`src/rtl/pipe_pkg.sv`:
```
// ---------------------------------------------------------------------------
// pipe_pkg
// Shared pipeline definitions for the ID/EX boundary and its helpers:
// datapath and register index widths, the hard-wired zero register index,
// the packed control bundle layout and the per-edge action of the stage.
// No ports (package).
// ---------------------------------------------------------------------------
package pipe_pkg;

    localparam int DATA_W = 32;
    localparam int REG_AW = 5;
    localparam int CTRL_W = 10;

    localparam logic [REG_AW-1:0] ZERO_REG = '0;

    // Bit positions inside the packed control bundle
    localparam int CTRL_REGWRITE  = 0;
    localparam int CTRL_MEMREAD   = 1;
    localparam int CTRL_MEMWRITE  = 2;
    localparam int CTRL_MEMTOREG  = 3;
    localparam int CTRL_ALUSRC    = 4;
    localparam int CTRL_REGDST    = 5;
    localparam int CTRL_BRANCH    = 6;
    localparam int CTRL_ALUOP_LSB = 7;
    localparam int CTRL_ALUOP_MSB = 9;

    // What the EX register bank does on the next rising edge
    typedef enum logic [1:0] {
        ACT_RESET,
        ACT_FLUSH,
        ACT_HOLD,
        ACT_LOAD
    } ex_action_e;

endpackage

```
`src/rtl/wb_bypass_sel.sv`:
```
// ---------------------------------------------------------------------------
// wb_bypass_sel
// Purely combinational operand selector for one register file read port.
// The register file writes on the clock edge, so a read in the same cycle as
// a WB write to that register returns the old value; this picks the WB data
// instead. Register 0 is hard-wired and never substituted.
// Ports:
//   idx_i             register index being read
//   rf_data_i         register file read data for idx_i
//   wb_write_enable_i WB write strobe
//   wb_write_reg_i    WB destination index
//   wb_write_data_i   WB data
//   sel_data_o        selected operand
// ---------------------------------------------------------------------------
module wb_bypass_sel #(
    parameter int DATA_W = pipe_pkg::DATA_W,
    parameter int REG_AW = pipe_pkg::REG_AW
) (
    input  logic [REG_AW-1:0] idx_i,
    input  logic [DATA_W-1:0] rf_data_i,
    input  logic              wb_write_enable_i,
    input  logic [REG_AW-1:0] wb_write_reg_i,
    input  logic [DATA_W-1:0] wb_write_data_i,
    output logic [DATA_W-1:0] sel_data_o
);
    import pipe_pkg::*;

    logic bypassHit;

    assign bypassHit  = wb_write_enable_i && (wb_write_reg_i == idx_i) &&
                        (idx_i != REG_AW'(ZERO_REG));
    assign sel_data_o = bypassHit ? wb_write_data_i : rf_data_i;

endmodule

```
`src/rtl/id_ex_stage.sv`:
```
// ---------------------------------------------------------------------------
// id_ex_stage
// ID/EX pipeline register. Latches the decoded instruction, both register
// file read ports and the control bundle into EX with one cycle of latency.
// Supports stall (hold everything) and flush (load a bubble), and counts the
// bubbles it loads in a saturating counter.
// Build option: define ID_EX_WB_BYPASS_EN to substitute same-cycle WB data
// for stale register file reads; otherwise the wb_* ports are unused.
// Ports:
//   clk, reset          rising-edge clock, synchronous active-low reset
//   stall, flush        hold request, bubble request (flush wins)
//   id_*                instruction fields from ID
//   rf_read_data1/2     register file reads addressed by id_rs / id_rt
//   wb_*                WB write port, same strobe as the register file
//   ex_*                registered EX fields, ex_a/ex_b are the operands
//   bubble_count        saturating count of bubbles loaded
// ---------------------------------------------------------------------------
module id_ex_stage #(
    parameter int DATA_W = pipe_pkg::DATA_W,
    parameter int REG_AW = pipe_pkg::REG_AW,
    parameter int CTRL_W = pipe_pkg::CTRL_W,
    parameter int CNT_W  = 16
) (
    input  logic              clk,
    input  logic              reset,
    input  logic              stall,
    input  logic              flush,
    input  logic              id_valid,
    input  logic [DATA_W-1:0] id_pc4,
    input  logic [REG_AW-1:0] id_rs,
    input  logic [REG_AW-1:0] id_rt,
    input  logic [REG_AW-1:0] id_rd,
    input  logic [DATA_W-1:0] id_imm,
    input  logic [CTRL_W-1:0] id_ctrl,
    input  logic [DATA_W-1:0] rf_read_data1,
    input  logic [DATA_W-1:0] rf_read_data2,
    input  logic              wb_write_enable,
    input  logic [REG_AW-1:0] wb_write_reg,
    input  logic [DATA_W-1:0] wb_write_data,
    output logic              ex_valid,
    output logic [DATA_W-1:0] ex_pc4,
    output logic [REG_AW-1:0] ex_rs,
    output logic [REG_AW-1:0] ex_rt,
    output logic [REG_AW-1:0] ex_rd,
    output logic [DATA_W-1:0] ex_imm,
    output logic [CTRL_W-1:0] ex_ctrl,
    output logic [DATA_W-1:0] ex_a,
    output logic [DATA_W-1:0] ex_b,
    output logic [CNT_W-1:0]  bubble_count
);
    import pipe_pkg::*;

    ex_action_e        action;
    logic              bubbleLoad;
    logic [DATA_W-1:0] operandA_d;
    logic [DATA_W-1:0] operandB_d;
    logic [CNT_W-1:0]  bubbleCount_d;

    logic              exValid_q;
    logic [DATA_W-1:0] exPc4_q;
    logic [REG_AW-1:0] exRs_q;
    logic [REG_AW-1:0] exRt_q;
    logic [REG_AW-1:0] exRd_q;
    logic [DATA_W-1:0] exImm_q;
    logic [CTRL_W-1:0] exCtrl_q;
    logic [DATA_W-1:0] exA_q;
    logic [DATA_W-1:0] exB_q;
    logic [CNT_W-1:0]  bubbleCount_q;

`ifdef ID_EX_WB_BYPASS_EN
    wb_bypass_sel #(.DATA_W(DATA_W), .REG_AW(REG_AW)) u_bypass_a (
        .idx_i             (id_rs),
        .rf_data_i         (rf_read_data1),
        .wb_write_enable_i (wb_write_enable),
        .wb_write_reg_i    (wb_write_reg),
        .wb_write_data_i   (wb_write_data),
        .sel_data_o        (operandA_d)
    );

    wb_bypass_sel #(.DATA_W(DATA_W), .REG_AW(REG_AW)) u_bypass_b (
        .idx_i             (id_rt),
        .rf_data_i         (rf_read_data2),
        .wb_write_enable_i (wb_write_enable),
        .wb_write_reg_i    (wb_write_reg),
        .wb_write_data_i   (wb_write_data),
        .sel_data_o        (operandB_d)
    );
`else
    // Without the bypass the integrator guarantees write-first reads, so the
    // WB port is deliberately left dangling.
    logic unusedWb;
    assign unusedWb   = ^{wb_write_enable, wb_write_reg, wb_write_data};
    assign operandA_d = rf_read_data1;
    assign operandB_d = rf_read_data2;
`endif

    // Edge priority: reset, then flush, then stall, otherwise load.
    // A bubble is either a flush or a load of an empty ID slot; the counter
    // sticks at all-ones instead of wrapping.
    always_comb begin
        action = ACT_LOAD;
        if (!reset) begin
            action = ACT_RESET;
        end else if (flush) begin
            action = ACT_FLUSH;
        end else if (stall) begin
            action = ACT_HOLD;
        end
        bubbleLoad    = (action == ACT_FLUSH) || ((action == ACT_LOAD) && !id_valid);
        bubbleCount_d = bubbleCount_q;
        if (bubbleLoad && (bubbleCount_q != '1)) begin
            bubbleCount_d = bubbleCount_q + CNT_W'(1);
        end
    end

    // EX register bank; an empty ID slot still latches its fields but the
    // control bundle is cleared so nothing downstream acts on it.
    always_ff @(posedge clk) begin
        case (action)
            ACT_RESET, ACT_FLUSH: begin
                exValid_q <= 1'b0;
                exPc4_q   <= '0;
                exRs_q    <= '0;
                exRt_q    <= '0;
                exRd_q    <= '0;
                exImm_q   <= '0;
                exCtrl_q  <= '0;
                exA_q     <= '0;
                exB_q     <= '0;
                bubbleCount_q <= (action == ACT_RESET) ? '0 : bubbleCount_d;
            end
            ACT_LOAD: begin
                exValid_q     <= id_valid;
                exPc4_q       <= id_pc4;
                exRs_q        <= id_rs;
                exRt_q        <= id_rt;
                exRd_q        <= id_rd;
                exImm_q       <= id_imm;
                exCtrl_q      <= id_valid ? id_ctrl : '0;
                exA_q         <= operandA_d;
                exB_q         <= operandB_d;
                bubbleCount_q <= bubbleCount_d;
            end
            default: begin
            end
        endcase
    end

    assign ex_valid     = exValid_q;
    assign ex_pc4       = exPc4_q;
    assign ex_rs        = exRs_q;
    assign ex_rt        = exRt_q;
    assign ex_rd        = exRd_q;
    assign ex_imm       = exImm_q;
    assign ex_ctrl      = exCtrl_q;
    assign ex_a         = exA_q;
    assign ex_b         = exB_q;
    assign bubble_count = bubbleCount_q;

endmodule

```
`config.mk`:
```
export PLATFORM = sky130hd
export DESIGN_NAME = id_ex_stage
export DESIGN_NICKNAME = d
export VERILOG_FILES = /design/src/rtl/pipe_pkg.sv /design/src/rtl/wb_bypass_sel.sv /design/src/rtl/id_ex_stage.sv
export SDC_FILE = /design/constraint.sdc
export NUM_CORES = 1
export LEC_CHECK = 0
export ABC_AREA = 0
export CAP_MARGIN = 40
export CORE_AREA = 3 3 140 142
export DETAILED_ROUTE_END_ITERATION = 10
export DIE_AREA = 0 0 143 145
export GPL_ROUTABILITY_DRIVEN = 0
export PLACE_DENSITY = 0.76
export SKIP_LAST_GASP = 1
export SLEW_MARGIN = 25
export SYNTH_ARGS = -nofsm -noshare
export SYNTH_HDL_FRONTEND = slang
export SYNTH_SLANG_ARGS = --single-unit
export TNS_END_PERCENT = 5
```
`constraint.sdc`:
```
create_clock -name clk -period 8.6 [get_ports clk]
set_input_delay 1.72 -clock clk [delete_from_list [all_inputs] [get_ports clk]]
set_output_delay 1.72 -clock clk [all_outputs]
set_load 0.005 [all_outputs]
```
=== Word-level counts from Yosys, hierarchy flattened ===
Cells that the tools add are included.

* Register bits after elaboration: 170
* Bits of input ports: 196

* Mux-type cells: 16
* Reductions and logical operators: 7
* Add/subtract/negate cells: 1
* Eq/ne operators: 3

{| class="wikitable"
|+ Operators by type and width
! cell !! number
|-
| $pmux 32 s2 || 4
|-
| $mux 16 || 2
|-
| $pmux 16 s2 || 1
|-
| $pmux 5 s2 || 3
|-
| $pmux 10 s2 || 1
|-
| $add 16x1->16 const B || 1
|-
| $ne 16x16->1 const B || 1
|-
| $mux 10 || 1
|-
| $mux 2 || 2
|-
| $eq 2x1->1 const B || 1
|-
| $eq 2x2->1 const B || 1
|-
| $logic_and 1x1->1 || 2
|-
| $logic_not 2->1 || 1
|-
| $pmux 1 s2 || 1
|-
| $reduce_bool 2->1 || 1
|-
| $reduce_or 2->1 || 1
|-
| $logic_not 1->1 || 1
|-
| $logic_or 1x1->1 || 1
|-
| $mux 1 || 1
|}

=== Logic depth before layout (Yosys ltp) ===
* Depth in word-level cells: 10
* Gate-level depth with buffers: 5
* Depth with buffers taken out: 5

=== Worst setup path after synthesis ===
OpenSTA, ideal clock, no wires.

* Kind: input to register
* From: input port reset
* To: register bubbleCount_q[0], in the netlist bubble_count[0] (enable)
* Stages: 3
* Path slack: 839 ps
* Data arrival time: 5961 ps
* Required time: 6800 ps
* Cells stage by stage: buf_2 -> buf_1 -> nand3b_1

* Longest elaborated chain between the ends: 4
* Elaborated cells between the ends (all ways): 6
* Classes of those cells: eq/ne: 2; mux: 1; reduce/logical: 3

{| class="wikitable"
|+ Ends and longest elaborated chain
! item !! RTL line !! text
|-
| start, declared || id_ex_stage.sv:25 || <nowiki>input logic reset,</nowiki>
|-
| $mux 2 * || id_ex_stage.sv:102 || <nowiki>if (!reset) begin</nowiki>
|-
| $eq 2x1->1 / $logic_not 2->1 (equally long branches) || id_ex_stage.sv:119 || <nowiki>case (action)</nowiki>
|-
| $reduce_or 2->1 || id_ex_stage.sv:119 ||
|-
| $reduce_bool 2->1 (no line) * || -- ||
|-
| end signal, assigned || id_ex_stage.sv:130 || <nowiki>bubbleCount_q <= (action == ACT_RESET) ? '0 : bubbleCount_d;</nowiki>
|-
| end signal, assigned || id_ex_stage.sv:142 || <nowiki>bubbleCount_q <= bubbleCount_d;</nowiki>
|-
| end, declared || id_ex_stage.sv:68 || <nowiki>logic [CNT_W-1:0] bubbleCount_q;</nowiki>
|}

Every way passes the cells marked *; elsewhere a longest branch is shown, timed or not.
A chain may end at the register's enable or synchronous reset.

=== Worst setup path in the final report ===
* From: input port reset
* To: register exRs_q[4], in the netlist ex_rs[4] (enable)

* Longest elaborated chain between the ends: 4
* Elaborated cells between the ends (all ways): 6
* Classes of those cells: eq/ne: 2; mux: 1; reduce/logical: 3

{| class="wikitable"
|+ Ends and longest elaborated chain
! item !! RTL line !! text
|-
| $mux 2 * || id_ex_stage.sv:102 ||
|-
| $eq 2x1->1 / $logic_not 2->1 (equally long branches) || id_ex_stage.sv:119 ||
|-
| $reduce_or 2->1 || id_ex_stage.sv:119 ||
|-
| $reduce_bool 2->1 (no line) * || -- ||
|-
| end signal, assigned || id_ex_stage.sv:135 || <nowiki>exRs_q <= id_rs;</nowiki>
|-
| end, declared || id_ex_stage.sv:61 || <nowiki>logic [REG_AW-1:0] exRs_q;</nowiki>
|}

Marked as above.

==> flow_summary.toml <==
[yosys]
ys_ff_latch = 170
ys_seq_area_frac = 0.754
ys_types = 43
synth_most_common_cell = "edfxtp_1"
synth_top_area_frac = 0.754
syn_nets = 625
syn_avg_cell_area_sq_um = 15.8
synth_area_sq_mm = 0.00677
yosys-top-cells-count = "edfxtp_1, and2_1, and3_1, clkbuf_1, nand2_1"
syn_inst = 428
synth_edf_count = 170
ys.flop_type = "edfxtp_1"
yosys_warnings = 0
yosys.area.top_type = "edfxtp_1"
synthTopCellsByArea = "edfxtp_1, and2_1, and3_1"
synthArstFlopShare = 0

[final_layout]
fin_area_sq_mm = 0.0110
n_fill_cell = 1492
fin_cells = 1009
syn_to_final_growth_pct = 62.2
diodes = 0
final_layout_size_suffix_gt1_frac = 0.0645
multi_input_area_sq_mm = 0.00156
final-seq-area_sq_mm = 0.00510
postLayoutCoreUtil = 0.591
nets = 959

[worst_setup_path]
crit_path_max_incr_delay_ns = 0.66
critical_path_peak_fanout = 51
worstPathArrival_ns = 3.97
critPathBufInv = 4
critPathLaunchType = "input port"
cp.required_ns = 8.71
path_cells = "clkdlybuf4s50_1 -> buf_8 -> nand3b_1 -> buf_4 -> buf_12"
cpLargestDelayFamily = "buffers and inverters"
critPathSlowestCell = "buf_4"
critPathKind = "input port to flop"
crit_path_end_kind = "flop"

[place]
hpwl_um = 12500
io_buffers = 327
place_area_sq_mm = 0.0103
post-place-ws_ns = 3.89
dp_cells = 975

[sta]
clock.fmax_ghz = 0.259
finalCritPeriodShare = 0.449
final_hold_viol_count = 0
final-setup-viol-count = 0
period_minus_slack_ns = 3.87
relSlewSlack = 0.554
whs_ns = 0.700
drv_slew = 0
worst_slack_ns = 4.73
fin_skew_ns = 0.00950
tightest_slew_ns = 0.669
grt_setup_unrepaired = "false"
finalSetupTns_ns = 0

[outcome]
outcome = "finished clean"

[routing]
wl_per_cell_um = 17.1
drt-pass1-iter-count = 4
via_count = 4619
avgViaCountPerCell = 4.58
totalWireLength_um = 17200
drt_iter0_markers = 239
ant_nets = 0
drc_errors = 0

[grt]
grt_pass1_wl_um = 25800
met3_usage = 0.0719
grt.busiest_layer = "met2"
grt_overflow = 0
track_usage = 0.162
antenna_found_initial = 1
use_met1 = 0.183
grtUsageMet2 = 0.272
grt_pass1_vias = 4690
grt_max_degree = 84

[clock_tree]
clk_latency_ns = 0.41
cts.clk_slew.worst_paths_ns = 0.07
cts_buffer_depth = 2
cts_tree = "built"
cts_hold_buf = 0
cts_max_level = 4
cts_setup_buffers = 0
root_buffer = "clkbuf_16"
cts_inserted_buffers = 17
cts_num_sinks = 170
cts_resized = 0

[floorplan]
die_h_um = 145
core_sq_mm = 0.0186
initial_core_util = 0.364
row_count = 50
die_w_um = 143
pin_count = 366
die_area_sq_mm = 0.0207

[flow_run]
maxCapViolCount = 0

[min_path]
min_path_type = "flop to flop"

[power_and_ir_drop]
total_power_mw = 2.05
p_per_area_mw_per_mm2 = 187
p_leak_nw = 4.22
peakVddDrop_v = 0.000149
==> layout make-up <==
| type | instances | share of cell area |
|---|---|---|
| repair buffers | 334 | 0.307 |
| clock inverters | 14 | 0.0186 |
| well taps | 234 | 0.0267 |
| inverters | 5 | 0.00171 |
| multi-input cells | 234 | 0.142 |
| flip-flops and latches | 170 | 0.465 |
| clock buffers | 18 | 0.0391 |
==> cells in the final DEF (no fill, tap or decap), drive strengths merged, types with 3 or more instances in the layout <==
| cell type | count |
|---|---|
| inv | 11 |
| clkbuf | 18 |
| and3 | 14 |
| nand2 | 11 |
| buf | 7 |
| bufinv | 4 |
| nor3 | 6 |
| nand2b | 5 |
| clkdlybuf4s50 | 327 |
| o21ai | 3 |
| nor4 | 3 |
| a21oi | 3 |
| mux2i | 8 |
| nand3 | 7 |
| nor2 | 3 |
| nand4 | 6 |
| edfxtp | 170 |
| and2 | 144 |
==> tightest hold or removal path, cell delays in order, from the launching register on <==
cell and delay, ns:
edfxtp_1 0.40, nand2_1 0.07, mux2i_1 0.11
==> state kept, by name, indices dropped and copies added, names as in the netlist <==
register      cells
ex_pc4           32
ex_ctrl          10
ex_rd             5
ex_rt             5
ex_imm           32
bubble_count     16
ex_valid          1
ex_b             32
ex_rs             5
ex_a             32
==> final timing paths <==
check                           slack [ns]                        from  cells past startpoint                          to
worst max register to register        6.61   bubble_count[0]$_DFFE_PP_                      5   bubble_count[0]$_DFFE_PP_
worst max-delay path                  4.73                       reset                      5      ex_rs[4]$_SDFFCE_PP0P_
worst min-delay path                  0.70  bubble_count[11]$_DFFE_PP_                      2  bubble_count[11]$_DFFE_PP_
worst min register to register        0.70  bubble_count[11]$_DFFE_PP_                      2  bubble_count[11]$_DFFE_PP_
==> where the power goes <==
group / total (mW) / internal [mW] / switching [mW]
sequential: 0.989 / 0.965 / 0.0243
clock: 0.824 / 0.494 / 0.331
combinational: 0.236 / 0.164 / 0.0721
==> logic make-up (layout without fill, tap and decap cells) <==
kind of cell	Yosys count	after routing	synth area share
mux	8	8	0.0118
simple gates	207	207	0.197
flops	170	170	0.754
compound gates	18	18	0.0205
fa+ha+maj	1	1	0.00185
buf+inv	24	371	0.0148
==> per-layer routing <==
layer	vias up	routed length, um	part of all wire
met1	2144	6740	0.39
met3	26	1730	0.10
met4	2	400	0.023
li1	2218	-	-
met2	229	8330	0.48
met5	-	9	0.00052
No activity file was read; power rests on OpenSTA's default activity.
